`src/rtl/exe_stage.sv`:
```
// Execute stage: latches the ID->EXE bus, computes via the single-cycle alu or an iterative divider,
// issues the data-SRAM request and packs the EXE->MEM bus plus hazard/forwarding info for decode.
`timescale 1ns/1ps

module alu (
    input  logic [11:0] alu_op,
    input  logic [31:0] alu_src1,
    input  logic [31:0] alu_src2,
    output logic [31:0] alu_result
);
    logic        op_add, op_sub, op_slt, op_sltu, op_and, op_nor;
    logic        op_or, op_xor, op_sll, op_srl, op_sra, op_lui;
    logic [31:0] adder_b;
    logic        adder_cin;
    logic [32:0] adder_sum;
    logic        slt_result;
    logic        sltu_result;
    logic [31:0] sll_result;
    logic [31:0] srl_result;
    logic [31:0] sra_result;

    assign {op_lui, op_sra, op_srl, op_sll, op_xor, op_or,
            op_nor, op_and, op_sltu, op_slt, op_sub, op_add} = alu_op;

    // Subtract and both compares share the adder as src1 + ~src2 + 1.
    assign adder_b   = (op_sub | op_slt | op_sltu) ? ~alu_src2 : alu_src2;
    assign adder_cin = op_sub | op_slt | op_sltu;
    assign adder_sum = {1'b0, alu_src1} + {1'b0, adder_b} + {32'd0, adder_cin};

    assign slt_result  = (alu_src1[31] & ~alu_src2[31])
                       | (~(alu_src1[31] ^ alu_src2[31]) & adder_sum[31]);
    assign sltu_result = ~adder_sum[32];

    assign sll_result = alu_src1 << alu_src2[4:0];
    assign srl_result = alu_src1 >> alu_src2[4:0];
    assign sra_result = $signed(alu_src1) >>> alu_src2[4:0];

    assign alu_result = ({32{op_add | op_sub}} & adder_sum[31:0])
                      | ({32{op_slt}}          & {31'd0, slt_result})
                      | ({32{op_sltu}}         & {31'd0, sltu_result})
                      | ({32{op_and}}          & (alu_src1 & alu_src2))
                      | ({32{op_nor}}          & ~(alu_src1 | alu_src2))
                      | ({32{op_or}}           & (alu_src1 | alu_src2))
                      | ({32{op_xor}}          & (alu_src1 ^ alu_src2))
                      | ({32{op_sll}}          & sll_result)
                      | ({32{op_srl}}          & srl_result)
                      | ({32{op_sra}}          & sra_result)
                      | ({32{op_lui}}          & alu_src2);
endmodule

module exe_stage #(
    parameter int DS_TO_ES_BUS_WD = 153,
    parameter int ES_TO_MS_BUS_WD = 73
) (
    input  logic                       clk,
    input  logic                       reset,
    input  logic                       ds_to_es_valid,
    input  logic [DS_TO_ES_BUS_WD-1:0] ds_to_es_bus,
    output logic                       es_allowin,
    input  logic                       ms_allowin,
    output logic                       es_to_ms_valid,
    output logic [ES_TO_MS_BUS_WD-1:0] es_to_ms_bus,
    output logic                       data_sram_en,
    output logic [3:0]                 data_sram_we,
    output logic [31:0]                data_sram_addr,
    output logic [31:0]                data_sram_wdata,
    output logic                       gr_we_exe,
    output logic [4:0]                 dest_exe,
    output logic                       exe_fwd_ok,
    output logic                       exe_load_op,
    output logic [31:0]                forward_data_exe
);
    typedef enum logic [1:0] {
        DIV_IDLE,
        DIV_BUSY,
        DIV_DONE
    } div_state_t;

    logic                       es_valid;
    logic [DS_TO_ES_BUS_WD-1:0] ds_to_es_bus_r;
    logic                       es_ready_go;
    logic                       es_handoff;

    logic [2:0]  div_op;
    logic [11:0] alu_op;
    logic        load_op;
    logic        mem_we;
    logic        inst_ld_w;
    logic        inst_lu12i_w;
    logic        gr_we;
    logic [4:0]  dest;
    logic [31:0] src1;
    logic [31:0] src2;
    logic [31:0] rkd_value;
    logic [31:0] pc;

    logic        div_en;
    logic        div_signed;
    logic        div_rem;
    logic [31:0] alu_result;
    logic [31:0] es_result;

    div_state_t  div_state, div_state_n;
    logic [4:0]  div_cnt, div_cnt_n;
    logic [31:0] dvd_sh, dvd_sh_n;
    logic [31:0] dvs, dvs_n;
    logic [31:0] rem_acc, rem_acc_n;
    logic [31:0] quo, quo_n;
    logic        q_neg, q_neg_n;
    logic        r_neg, r_neg_n;

    logic [31:0] src1_mag;
    logic [31:0] src2_mag;
    logic [33:0] trial;
    logic [31:0] step_rem;
    logic [31:0] step_quo;

    assign {div_op, alu_op, load_op, mem_we, inst_ld_w, inst_lu12i_w,
            gr_we, dest, src1, src2, rkd_value, pc} = ds_to_es_bus_r;

    assign div_en     = div_op[2];
    assign div_signed = div_op[1];
    assign div_rem    = div_op[0];

    assign es_ready_go    = !div_en | (div_state == DIV_DONE);
    assign es_allowin     = !es_valid | (es_ready_go & ms_allowin);
    assign es_to_ms_valid = es_valid & es_ready_go;
    assign es_handoff     = es_valid & es_ready_go & ms_allowin;

    // Valid bit and bus register; the bus only captures real instructions.
    always_ff @(posedge clk or posedge reset) begin
        if (reset) begin
            es_valid       <= 1'b0;
            ds_to_es_bus_r <= '0;
        end else begin
            if (es_allowin) begin
                es_valid <= ds_to_es_valid;
            end
            if (ds_to_es_valid & es_allowin) begin
                ds_to_es_bus_r <= ds_to_es_bus;
            end
        end
    end

    alu u_alu (
        .alu_op     (alu_op),
        .alu_src1   (src1),
        .alu_src2   (src2),
        .alu_result (alu_result)
    );

    assign src1_mag = (div_signed & src1[31]) ? (32'd0 - src1) : src1;
    assign src2_mag = (div_signed & src2[31]) ? (32'd0 - src2) : src2;

    // Restoring step: shift in the next dividend bit, subtract if the divisor fits.
    assign trial    = {1'b0, rem_acc, dvd_sh[31]} - {2'b00, dvs};
    assign step_rem = trial[33] ? {rem_acc[30:0], dvd_sh[31]} : trial[31:0];
    assign step_quo = {quo[30:0], ~trial[33]};

    always_ff @(posedge clk or posedge reset) begin
        if (reset) begin
            div_state <= DIV_IDLE;
            div_cnt   <= 5'd0;
            dvd_sh    <= 32'd0;
            dvs       <= 32'd0;
            rem_acc   <= 32'd0;
            quo       <= 32'd0;
            q_neg     <= 1'b0;
            r_neg     <= 1'b0;
        end else begin
            div_state <= div_state_n;
            div_cnt   <= div_cnt_n;
            dvd_sh    <= dvd_sh_n;
            dvs       <= dvs_n;
            rem_acc   <= rem_acc_n;
            quo       <= quo_n;
            q_neg     <= q_neg_n;
            r_neg     <= r_neg_n;
        end
    end

    // Divider next-state; DONE holds quotient/remainder already sign-corrected.
    always_comb begin
        div_state_n = div_state;
        div_cnt_n   = div_cnt;
        dvd_sh_n    = dvd_sh;
        dvs_n       = dvs;
        rem_acc_n   = rem_acc;
        quo_n       = quo;
        q_neg_n     = q_neg;
        r_neg_n     = r_neg;
        case (div_state)
            DIV_IDLE: begin
                if (es_valid & div_en) begin
                    if (src2 == 32'd0) begin
                        div_state_n = DIV_DONE;
                        quo_n       = 32'hFFFF_FFFF;
                        rem_acc_n   = src1;
                    end else begin
                        div_state_n = DIV_BUSY;
                        div_cnt_n   = 5'd0;
                        dvd_sh_n    = src1_mag;
                        dvs_n       = src2_mag;
                        rem_acc_n   = 32'd0;
                        quo_n       = 32'd0;
                        q_neg_n     = div_signed & (src1[31] ^ src2[31]);
                        r_neg_n     = div_signed & src1[31];
                    end
                end
            end
            DIV_BUSY: begin
                div_cnt_n = div_cnt + 5'd1;
                dvd_sh_n  = {dvd_sh[30:0], 1'b0};
                rem_acc_n = step_rem;
                quo_n     = step_quo;
                if (div_cnt == 5'd31) begin
                    div_state_n = DIV_DONE;
                    quo_n       = q_neg ? (32'd0 - step_quo) : step_quo;
                    rem_acc_n   = r_neg ? (32'd0 - step_rem) : step_rem;
                end
            end
            DIV_DONE: begin
                if (es_handoff) begin
                    div_state_n = DIV_IDLE;
                end
            end
            default: begin
                div_state_n = DIV_IDLE;
            end
        endcase
    end

    assign es_result = div_en ? (div_rem ? rem_acc : quo) : alu_result;

    assign es_to_ms_bus = {inst_ld_w, inst_lu12i_w, load_op, gr_we, dest, es_result, pc};

    // The SRAM strobe is tied to the handoff so a stalled access never repeats.
    assign data_sram_en    = es_handoff & (load_op | mem_we);
    assign data_sram_we    = {4{data_sram_en & mem_we}};
    assign data_sram_addr  = alu_result;
    assign data_sram_wdata = rkd_value;

    assign gr_we_exe        = es_valid & gr_we;
    assign dest_exe         = es_valid ? dest : 5'd0;
    assign exe_fwd_ok       = es_valid & !load_op & (!div_en | (div_state == DIV_DONE));
    assign exe_load_op      = es_valid & load_op;
    assign forward_data_exe = es_valid ? es_result : 32'd0;
endmodule

```
`config.mk`:
```
export PLATFORM = sky130hd
export DESIGN_NAME = exe_stage
export DESIGN_NICKNAME = d
export VERILOG_FILES = /design/src/rtl/exe_stage.sv
export SDC_FILE = /design/constraint.sdc
export NUM_CORES = 1
export LEC_CHECK = 0
export CELL_PAD_IN_SITES_DETAIL_PLACEMENT = 0
export CELL_PAD_IN_SITES_GLOBAL_PLACEMENT = 2
export CORE_MARGIN = 4
export CORE_UTILIZATION = 37
export DETAILED_ROUTE_END_ITERATION = 12
export PLACE_DENSITY = 0.86
export SETUP_SLACK_MARGIN = 0.02
export SYNTH_ARGS = -nofsm -noshare
export SYNTH_HDL_FRONTEND = slang
export SYNTH_HIERARCHICAL = 1
export SYNTH_SLANG_ARGS = --single-unit
```
`constraint.sdc`:
```
create_clock -name clk -period 17.85 [get_ports clk]
set_clock_uncertainty 0.05 [all_clocks]
set_input_delay 3.57 -clock clk [delete_from_list [all_inputs] [get_ports clk]]
set_output_delay 3.57 -clock clk [all_outputs]
set_load 0.02 [all_outputs]
```
==> metrics.txt <==
Core Rows=97; starting density of the core=0.376; register area share after synthesis=0.275; Syn Inst Count=3,108; Relative slew margins=0.110; Final Max Tran Viols=0; cts hold-fix bufs=0; core area=70,500 sq um; setup bufs post-CTS=0; total track usage=0.333; top-count cell post-synth=nor2_1; Avg Vias per Cell=6.25; gr ovfl total=0; largest net degree at the start of global routing=108; GP Congestion=1.01; area of the multi-input gates=17,300 sq um; die height=276 um; max cap viols=0; Post-synth ARST share=1.00; Synth Area in Compound Gates=0.209; Max Freq=101 MHz; Clock Sink Count=291; Area Growth Syn to Fin=19.9%; Arr. time, crit path=6320 ps; share of cells above drive strength 1=0.126; CP Launch Type=flop; pre-CTS WS=8660 ps; pin slew with the least headroom to its limit=1330 ps; number of remaining DRC errors=0; vias in the first global route=25.6k; Core Util, Final=0.450; PortBufs=340; deepest clock path buffer count=3; Top Ports=341; antenna violations before repair=11; Synth top cells by count=nor2_1 (302), dfrtp_1 (291), nand2_1 (257); H-Tree Depth=2; DR WL/cell=30.5 um; Detailed Route WL=130,000 um; synth warn=6; area occupied by registers=7300 sq um; post-cts resize count=0; Worst-path clk slew=60 ps; post-route ant nets=0; HPWL after detailed placement=96,000 um; post-synthesis register bit count=291; adder-cell area share of the yosys netlist=0.0653; largest family of logic cells by synthesized area=compound AO/OA/AOI/OAI gates; mux cell area share after synthesis=0.162; die area=75,900 sq um; xor and xnor area share after synthesis=0.0599; CTS Root Cell=clkbuf_16; ys flop type=dfrtp_1; Simple-Gate Fraction of Synth Area=0.154; Worst Hold Class=flop to flop; Num CTS Buffers=38; setup_tns=0 ps; RSZ-0062 raised after global routing=no; Hold Violations, Final=0; setup ws final=7910 ps; Net Count, Synth=3,402; worst path required time=14,230 ps; fillers=6,916; drt initial violations=3,319; Max FO, Critical Path=33; crit end category=output port; EDFF count, synth=0; CTS tree=done; WS Path Type=flop to output port; clk_lat worst skew=590 ps; largest area contributor in the netlist=dfrtp_1; fin crit period=9940 ps; via count=26.6k; cell area after synthesis=26,500 sq um; Final Cycle Share=0.557; ranking of synthesized cells by area=dfrtp_1 (27%), mux2_2 (6.8%), ha_1 (6.4%), mux4_2 (4.9%), a21oi_1 (4.8%); Syn Area/Cell=8.52 sq um; Final #Nets=3,578; # setup viols final=0; Yosys top cell area share=0.275; Distinct cells, synth=94; outcome=finished clean; DRT Pass-1 Iters=8; first-pass GRT wire length=184,000 um; die width=276 um
-- layout by cell type, fill, tap and decap left out, types with 31 or more instances in the layout --
cell and instances:
xor2_1 83, mux2_2 159, nor2_1 299, o21ai_0 228, nor3_1 48, clkbuf_16 38
nand3_1 53, inv_1 129, nand2_1 257, and2_1 56, xnor2_1 98, a222oi_1 31
mux4_2 58, dfrtp_1 280, buf_4 84, a21oi_1 252, ha_1 135, mux2i_1 120
clkdlybuf4s50_1 340
-- worst max-delay path: stages (launching register included) --
cell and delay (ps):
dfrtp_1 430, nor3_4 190, buf_4 530, xnor2_1 220, fa_1 470, a21o_1 210, a221o_1 350, a21oi_1 380
nand2b_1 220, a31oi_1 790, o41ai_1 200, a221o_1 470, nor2_1 380, a21oi_1 100, and2_1 190, clkdlybuf4s50_1 540
-- state kept, by name (all words and copies together) (netlist names), 2 cells and up --
name and flops:
dvs 32, rem_acc 32, div_state 2, div_cnt 5, ds_to_es_bus_r 153, dvd_sh 32, quo 32
-- logic make-up (layout without fill, tap and decap cells) --
logic type,Yosys count,count (layout)
simple gates,879,879
compound gates,861,861
buf+inv,422,627
mux,337,337
flops,291,291
xor+xnor,181,181
fa+ha+maj,137,137
other cells,0,6
-- cell type report --
cell class                 count  share of cell area
multi-input combinational   2395               0.544
sequential                   291               0.230
timing repair buffer         424               0.127
tap                          940              0.0370
clock buffer                  47              0.0323
inverter                     134              0.0161
clock inverter                22              0.0136
antenna                        6            0.000473
-- per-stage QoR --
stage | hold WS [ps] | cell area (sq um) | std cells
after floorplan | 395 | 26500 | 3108
after global placement | 410 | 30300 | 4184
after detailed placement | 415 | 30300 | 4184
after CTS | 428 | 31700 | 4253
after global routing | 454 | 31700 | 4254
final | 421 | 31700 | 4259
-- per-layer routing --
layer | GRT usage | wire length [um]
met3 | 0.0866 | 12800
met4 | 0.127 | 5980
met2 | 0.505 | 55900
met5 | 0 | 62
met1 | 0.455 | 55000
-- final timing paths --
kind                                     start                   end  slack (ps)  cells after the start
setup / recovery           ds_to_es_bus_r[140]  forward_data_exe[28]        7910                     15
hold / removal                      dvd_sh[22]            dvd_sh[22]         420                      2
setup reg to reg            ds_to_es_bus_r[64]               dvs[31]       11450                     16
hold reg to reg                     dvd_sh[22]            dvd_sh[22]         420                      2
max in group asynchronous                reset    ds_to_es_bus_r[67]       12090                      4
min in group asynchronous                reset     ds_to_es_bus_r[9]        3490                      2
Power is left out: the tool's default activity adds up to more than one toggle a clock period on the data nets, which glitch-free logic cannot reach.
